## src/rtl/data_mem_arbiter.sv

```systemverilog
// data_mem_arbiter: shares one data RAM between the CPU load/store path and a debug port
module data_mem_arbiter #(
  parameter int ADDR_W   = 32,
  parameter int DATA_W   = 32,
  parameter int RD_LAT   = 1,
  parameter bit CPU_PRIO = 1'b0
) (
  input  logic              clk,
  input  logic              rst,
  input  logic              cpu_req,
  input  logic              cpu_we,
  input  logic [ADDR_W-1:0] cpu_addr,
  input  logic [DATA_W-1:0] cpu_wdata,
  output logic              cpu_gnt,
  output logic              cpu_stall,
  output logic              cpu_rvalid,
  output logic [DATA_W-1:0] cpu_rdata,
  input  logic              dbg_req,
  input  logic              dbg_we,
  input  logic [ADDR_W-1:0] dbg_addr,
  input  logic [DATA_W-1:0] dbg_wdata,
  output logic              dbg_gnt,
  output logic              dbg_rvalid,
  output logic [DATA_W-1:0] dbg_rdata,
  output logic              ram_en,
  output logic              ram_we,
  output logic [ADDR_W-1:0] ram_addr,
  output logic [DATA_W-1:0] ram_wdata,
  input  logic [DATA_W-1:0] ram_rdata
);
  typedef enum logic {PORT_CPU, PORT_DBG} port_e;
  port_e             last_win_q, last_win_d;
  logic [RD_LAT-1:0] tag_vld_q, tag_vld_d, tag_dbg_q, tag_dbg_d;
  logic              conflict, cpu_win, dbg_win, tag_out;
  // Pick the winner, mux it onto the RAM, and push the read tag for this cycle
  always_comb begin
    conflict   = cpu_req & dbg_req;
    cpu_win    = ~rst & cpu_req & (~dbg_req | CPU_PRIO | (last_win_q == PORT_DBG));
    dbg_win    = ~rst & dbg_req & ~cpu_win;
    ram_en     = cpu_win | dbg_win;
    ram_we     = cpu_win ? cpu_we : dbg_win & dbg_we;
    ram_addr   = cpu_win ? cpu_addr : dbg_win ? dbg_addr : '0;
    ram_wdata  = cpu_win ? cpu_wdata : dbg_win ? dbg_wdata : '0;
    last_win_d = (conflict & ~rst) ? (cpu_win ? PORT_CPU : PORT_DBG) : last_win_q;
    tag_vld_d  = RD_LAT'({tag_vld_q, ram_en & ~ram_we});
    tag_dbg_d  = RD_LAT'({tag_dbg_q, dbg_win});
    tag_out    = ~rst & tag_vld_q[RD_LAT-1];
    cpu_gnt    = cpu_win;
    dbg_gnt    = dbg_win;
    cpu_stall  = cpu_req & ~cpu_win;
    cpu_rvalid = tag_out & ~tag_dbg_q[RD_LAT-1];
    dbg_rvalid = tag_out & tag_dbg_q[RD_LAT-1];
    cpu_rdata  = cpu_rvalid ? ram_rdata : '0;
    dbg_rdata  = dbg_rvalid ? ram_rdata : '0;
  end
  // Reset discards in-flight reads and hands the first conflict to the CPU
  always_ff @(posedge clk) begin
    if (rst) begin
      last_win_q <= PORT_DBG;
      tag_vld_q  <= '0;
      tag_dbg_q  <= '0;
    end else begin
      last_win_q <= last_win_d;
      tag_vld_q  <= tag_vld_d;
      tag_dbg_q  <= tag_dbg_d;
    end
  end
endmodule
```

## config.mk

```make
export PLATFORM = sky130hd
export DESIGN_NAME = data_mem_arbiter
export DESIGN_NICKNAME = d
export VERILOG_FILES = /design/src/rtl/data_mem_arbiter.sv
export SDC_FILE = /design/constraint.sdc
export NUM_CORES = 1
export LEC_CHECK = 0
export ABC_AREA = 1
export BUFFER_PORTS_ARGS = -buffer_cell sky130_fd_sc_hd__buf_2
export CAP_MARGIN = 20
export CELL_PAD_IN_SITES_DETAIL_PLACEMENT = 1
export CELL_PAD_IN_SITES_GLOBAL_PLACEMENT = 2
export CORE_MARGIN = 2
export CORE_UTILIZATION = 10
export DETAILED_ROUTE_END_ITERATION = 16
export PLACE_DENSITY_LB_ADDON = 0.05
export SYNTH_ARGS = -nofsm -noshare
export SYNTH_HDL_FRONTEND = slang
export SYNTH_SLANG_ARGS = --single-unit
```

## constraint.sdc

```tcl
create_clock -name clk -period 1 [get_ports clk]
set_clock_uncertainty 0.1 [all_clocks]
set_input_delay 0.05 -clock clk [delete_from_list [all_inputs] [get_ports clk]]
set_output_delay 0.05 -clock clk [all_outputs]
set_load 0.05 [all_outputs]
```

# Yosys cells after proc, flatten, opt, wreduce, memory -nomap -nowiden

Cells that the tools add are included.

Register bits: 3
Word-level logic and storage cells: 30
Input port bits: 166

Bitwise operators: 19
Multiplexer cells: 8

Operators by type and width:

| operator           | count |
|---|---|
| 32-bit two-way mux | 6 |
| 1-bit AND          | 12 |
| 1-bit inverter     | 5 |
| 1-bit two-way mux  | 2 |
| 1-bit OR           | 2 |

# Depth between registers and ports, before layout

Gate-level depths: netlist (run 1).

Depth after elaboration: 9
Gate-level depth with buffers: 9
Gate-level depth less buffers: 7

# Worst setup path after synthesis (run 1)

No wires, ideal clock.

Path type: reg2out
From: register tag_vld_q
To: output port cpu_rdata[10]
Buffers on the path: 1
Slack: -1.253 ns
Stages on the path, launching flop included: 6
Arrival: 2.103 ns
Cell sequence: dfxtp_1 nand2_1 nor2_1 inv_1 buf_2 nor2_1

Cells in the longest elaborated chain, start to end: 3

RTL lines:

| item                     | RTL line | source |
|---|---|---|
| start: declaration       | 33       | `logic [RD_LAT-1:0] tag_vld_q, tag_vld_d, tag_dbg_q, tag_dbg_d;` |
| start signal: assignment | 64       | `tag_vld_q <= tag_vld_d;` |
| 1-bit AND                | 47       | `tag_out = ~rst & tag_vld_q[RD_LAT-1];` |
| 1-bit AND                | 51       | `cpu_rvalid = tag_out & ~tag_dbg_q[RD_LAT-1];` |
| net cpu_rvalid           | 16       | `output logic cpu_rvalid,` |
| 32-bit two-way mux       | 53       | `cpu_rdata = cpu_rvalid ? ram_rdata : '0;` |
| end: declaration         | 17       | `output logic [DATA_W-1:0] cpu_rdata,` |

The timed path passes the listed nets, and every way through them passes these cells.

# Final worst setup path (run 1)

From: register last_win_q
To: output port ram_addr[10]

Cells in the longest elaborated chain, start to end: 6

RTL lines:

| item                     | RTL line | source |
|---|---|---|
| start: declaration       | 32       | `port_e last_win_q, last_win_d;` |
| start signal: assignment | 63       | `last_win_q <= last_win_d;` |
| 1-bit OR (*)             | 38       | `cpu_win = ~rst & cpu_req & (~dbg_req \| CPU_PRIO \| (last_win_q == PORT_DBG));` |
| 1-bit AND (*)            | 38       |  |
| 1-bit inverter           | 39       | `dbg_win = ~rst & dbg_req & ~cpu_win;` |
| 1-bit AND                | 39       |  |
| 32-bit two-way mux       | 42       | `ram_addr = cpu_win ? cpu_addr : dbg_win ? dbg_addr : '0;` |
| 32-bit two-way mux (*)   | 42       |  |
| end: declaration         | 27       | `output logic [ADDR_W-1:0] ram_addr,` |

Every way passes the cells marked *; elsewhere a longest branch is shown, timed or not.

==> results of run 1 <==
layer usage:
metal	share of wire	GRT usage
met1	0.29	0.148
met2	0.58	0.332
met4	0.016	0.0395
met3	0.11	0.0567
met5	0	0
layout make-up:
| cell class | count | area share |
|---|---|---|
| Sequential cell | 3 | 0.00925 |
| Timing Repair inverter | 1 | 0.00163 |
| Timing Repair Buffer | 354 | 0.517 |
| Inverter | 42 | 0.0278 |
| Multi-Input combinational cell | 273 | 0.400 |
| Clock buffer | 4 | 0.0114 |
| Tap cell | 180 | 0.0327 |
worst paths after layout:
kind,end,depth (start not counted),slack (ns)
hold / removal,last_win_q,3,0.08
hold reg to reg,last_win_q,2,0.51
setup / recovery,ram_addr[10],9,-0.59
setup reg to reg,tag_vld_q,11,-0.52
critical path, stage by stage, from the launching register on:
cell and delay, ns:
dfxtp_2 0.32, inv_2 0.07, nand2_4 0.07, nand2_8 0.10
nand2_8 0.09, inv_12 0.11, buf_12 0.15, nand2_2 0.08
nand2_4 0.08, buf_8 0.14
power by group:
part | leakage (nW) | internal [mW] | switching [mW]
clock | 0.0382 | 0.528 | 0.128
combinational | 3.28 | 1.57 | 2.12
sequential | 0.0252 | 0.132 | 0.00930
synth_stat cells, drive strengths merged:
| master | count |
|---|---|
| nand3 | 3 |
| o21ai | 1 |
| nor2 | 70 |
| dfxtp | 3 |
| buf | 20 |
| inv | 42 |
| nand2 | 198 |
| a21oi | 1 |
cells by family (layout without fill, tap and decap cells):
group                  after synthesis  after routing  share of synthesized area
AO/OA/AOI/OAI                        2              2                    0.00711
AND/OR/NAND/NOR                    271            271                      0.731
buffers and inverters               62            401                      0.219
flip-flops                           3              3                     0.0427
metrics by stage:
step	util	instances	total power [mW]	setup TNS, ns	hold slack [ns]
floorplan	-	338	2.07	-40.34	0.0496
global placement	0.347	828	2.85	-51.18	0.264
detailed placement	0.347	828	2.87	-54.87	0.275
CTS	0.468	853	4.30	-67.83	0.0572
global route	0.499	857	4.70	-73.86	0.0752
finish	0.499	857	4.49	-65.69	0.0798
flip-flops by register name, summed over array words and instances (netlist names):
register / flops
tag_vld_q: 1
last_win_q: 1
tag_dbg_q: 1
what timing repair did:
| action | in CTS | in global routing |
|---|---|---|
| gates resized for setup | 382 | 123 |
| buffers inserted | 15 | 7 |
| gates cloned | 8 | 1 |
| endpoints found under the setup margin | 135 | 136 |
| pin swaps | 20 | 12 |
==> impl_metrics.yaml, run 1 <==
power:
  power_leakage_nw: 3.34
  power_density_mw_per_mm2: 651
  vdd_drop_max_mv: 0.421
grt:
  grt_usage: 0.161
  grt_max_degree: 15
  grt_pass1_vias: 3826
  grt_overflow_total: 0
  grt_first_pass_wirelength_mm: 19.0
  antenna_found_initial: 0
sta:
  clock.fmax_mhz: 630
  period_share: 1.59
  post-route-min-period_ns: 1.59
  setup_ws_ns: -0.587
  relSlewSlack: 0.858
  rsz0062_at_grt: "true"
  setup_viol: 136
  slew_viol_final: 0
  finalHoldViolations: 0
  worst_slew_pin_slew_ns: 0.213
final_layout:
  nNetsFinal: 844
  final_cell_mix: "buf_2 (164), buf_8 (91), nor2_4 (70), nand2_4 (70), buf_6 (56)"
  multiInputGateArea_mm2: 0.00276
  fillers: 1569
  final_common_cell: "buf_2"
  antenna-diode-count: 0
  syn2layout_area_growth_pct: 390
  register_area_um2: 63.8
  postLayoutCellArea_mm2: 0.00690
  layout-drive-gt1-share: 0.882
synthesis:
  synth_nets: 504
  synthDominantCellAreaShare: 0.523
  synth_seq_area_share: 0.0427
  synthDistinctLibCells: 13
  yosysTopAreaCell: "nand2_1"
  synth_area_mm2: 0.00141
  syn_area_per_cell_um2: 4.16
  syn-instance-count: 338
  ys_seq_elements: 3
  yosysWarnings: 0
  synth.area.top_cells: "nand2_1 (52%), nor2_1 (18%), inv_1 (11%), buf_6 (4.8%), dfxtp_1 (4.3%)"
placed_design:
  io_buffers: 300
  place.gp.congestion: 0.693
  dp_hpwl_mm: 9.83
  place_ws_ns: -0.578
  placed_cell_area_mm2: 0.00480
outcome:
  violations: "setup timing"
  status: "complete, but fails checks"
setup_path:
  cp.required_ns: 0.85
  arrival_ns: 1.44
  cp-end-kind: "primary output"
  path_class: "flip-flop to primary output"
  startpoint: "last_win_q"
  crit_path_start_kind: "flip-flop"
  r2r-start: "last_win_q"
  critPathMaxFanout: 8
drt:
  post_drt_wl_per_cell_um: 15.2
  first_pass_iters: 4
  viasPerCell: 3.94
  wl_mm: 13.0
  drc: 0
  drt_iter0_drc: 50
  antenna_left: 0
  dr_total_vias: 3379
clock_tree:
  cts_tree: "done"
  cts_hold_buf: 0
  ctsHtreeMaxLevel: 1
  cts_max_path_buffers: 2
  root_buffer: "clkbuf_16"
  cts_made_buffers: 3
  clk_latency_ns: 0.23
  cts.sinks: 3
  clkTransAtPathRegs_ns: 0.03
hold_path:
  hold_start: "dbg_req"
  holdCritPathClass: "primary input to flip-flop"
floorplanning:
  fp.dieH_um: 123
  io_pins: 301
  coreArea_mm2: 0.0138
  die_x_um: 123
  std_cell_rows: 43
  fp.dieArea_mm2: 0.0150
  initial_utilization: 0.102
flow_run:
  cap_violations: 0
Note: power is estimated with default switching activity, not from simulation.
==> run 2, diff against run 1 <==
- SLEW_MARGIN: not set -> 10
- clock period: 1 -> 1.95 ns (I/O delays scaled with it)
==> run 2 against run 1 <==
Compared with the run above: the run now ends clean; utilization shrank 27 points; die area unchanged; register-to-register slack better by 1.5 ns; largest power group unchanged.
==> impl_metrics.yaml, run 2 (synthesis results as in run 1) <==
placed_design:
  io_buffers: 300
  place.gp.congestion: 0.727
  dp_hpwl_mm: 8.66
drt:
  drc: 0
  viasPerCell: 3.75
  drt_iter0_drc: 42
  wl_mm: 10.1
  dr_total_vias: 3030
  first_pass_iters: 4
  antenna_left: 0
  post_drt_wl_per_cell_um: 12.5
floorplanning:
  fp.dieArea_mm2: 0.0150
  std_cell_rows: 43
  die_x_um: 123
  fp.dieH_um: 123
  coreArea_mm2: 0.0138
  io_pins: 301
  initial_utilization: 0.102
grt:
  grt_usage: 0.119
  grt_max_degree: 36
  grt_overflow_total: 0
  grt_pass1_vias: 2893
  grt_first_pass_wirelength_mm: 14.0
  antenna_found_initial: 0
flow_run:
  cap_violations: 0
sta:
  clock.fmax_mhz: 571
  setup_viol: 0
  whs_ns: 0.0279
  period_share: 0.897
  slew_viol_final: 0
  relSlewSlack: 0.765
  finalHoldViolations: 0
  worst_slew_pin_slew_ns: 0.352
  post-route-min-period_ns: 1.75
  rsz0062_at_grt: "false"
power:
  clkPwrFrac: 0.230
  power_density_mw_per_mm2: 450
  switchingPower_mw: 0.803
  vdd_drop_max_mv: 0.187
  power_leakage_nw: 2.40
  p_int_mw: 0.613
  total_power_mw: 1.42
  p_comb_frac: 0.721
  seqPwrFrac: 0.049
  p_sw_frac: 0.567
setup_path:
  worst-r2r-setup-slack_ns: 0.99
  cp-end-kind: "primary output"
  path_class: "flip-flop to primary output"
  cp.required_ns: 1.75
  critPathMaxFanout: 31
  arrival_ns: 1.55
  crit_path_start_kind: "flip-flop"
final_layout:
  syn2layout_area_growth_pct: 124
  final_cell_mix: "buf_2 (300), nand2_1 (196), nor2_1 (68)"
  final_common_cell: "buf_2"
  reg_top3: "last_win_q x1, tag_dbg_q x1, tag_vld_q x1"
  layout-drive-gt1-share: 0.502
  nNetsFinal: 795
  antenna-diode-count: 0
clock_tree:
  clkTransAtPathRegs_ns: 0.03
  clk_latency_ns: 0.22
  cts.sinks: 3
  cts_made_buffers: 3
  root_buffer: "clkbuf_16"
  ctsHtreeMaxLevel: 1
  cts_tree: "done"
  cts_max_path_buffers: 2
  cts_hold_buf: 0
outcome:
  status: "complete, no violations"
hold_path:
  holdCritPathClass: "primary input to flip-flop"
## run 2: cell types whose count changed in the layout (fill, tap and decap cells not counted), moves of 5 or more
cell     change
buf_2      +136
inv_1        +5
nand2_8     -31
nor2_1      +68
buf_8       -91
buf_6       -55
nand2_2     -53
nor2_4      -70
nand2_4     -70
nand2_1    +154
buf_4       -10
buf_12      -23
## run 2: metal layers
| metal | wire (um) | track usage | vias up |
|---|---|---|---|
| li1 | - | - | 1537 |
| met1 | 3240 | 0.105 | 1311 |
| met2 | 5470 | 0.249 | 178 |
| met3 | 1320 | 0.0446 | 4 |
| met4 | 57 | 0.0216 | 0 |
| met5 | 0 | 0 | - |
## run 2: power groups by stage
stage | combinational, mW | clock [mW] | sequential [mW]
after CTS | 1.04 | 0.333 | 0.0693
after global placement | 1.03 | 0 | 0.0698
final | 1.02 | 0.326 | 0.0693
after floorplan | 0.690 | 0 | 0.0695
after detailed placement | 1.03 | 0 | 0.0701
after global routing | 1.10 | 0.340 | 0.0700
## run 2: final cells by class
cell class                      count  area (um2)
Timing Repair Buffer              306        1590
Inverter                           42         158
Fill cell                        1909       10700
Sequential cell                     3        60.1
Multi-Input combinational cell    273        1040
Clock buffer                        4        78.8
Tap cell                          180         225
## run 2: critical path, stage by stage (launching register included)
cell	delay, ns
dfxtp_1	0.34
inv_1	0.05
nand2_1	0.08
nand2_2	0.08
inv_2	0.10
buf_6	0.24
nand2_1	0.10
nand2_1	0.07
buf_2	0.26
## run 2: repair_timing
| item | in CTS | in global routing |
|---|---|---|
| gates resized for setup | 0 | 1 |
| setup endpoints to repair | 0 | 29 |
| setup buffers | 0 | 0 |
## run 2: final timing paths
path,startpoint,cells past startpoint,endpoint
min,rst,3,last_win_q
max,last_win_q,8,ram_addr[3]
min reg2reg,last_win_q,1,last_win_q
max reg2reg,last_win_q,6,tag_vld_q
## run 2: per-stage QoR
step,setup TNS (ns),utilization,area [um2],setup WS (ns),cells
6_report,0,0.228,3150,0.200,808
5_1_grt,0,0.228,3150,0.0239,808
4_1_cts,0,0.228,3150,0.0998,808
3_5_place_dp,0,0.222,3070,0.340,804
3_3_place_gp,0,0.222,3070,0.353,804
2_1_floorplan,-2.07,-,1410,-0.0690,338
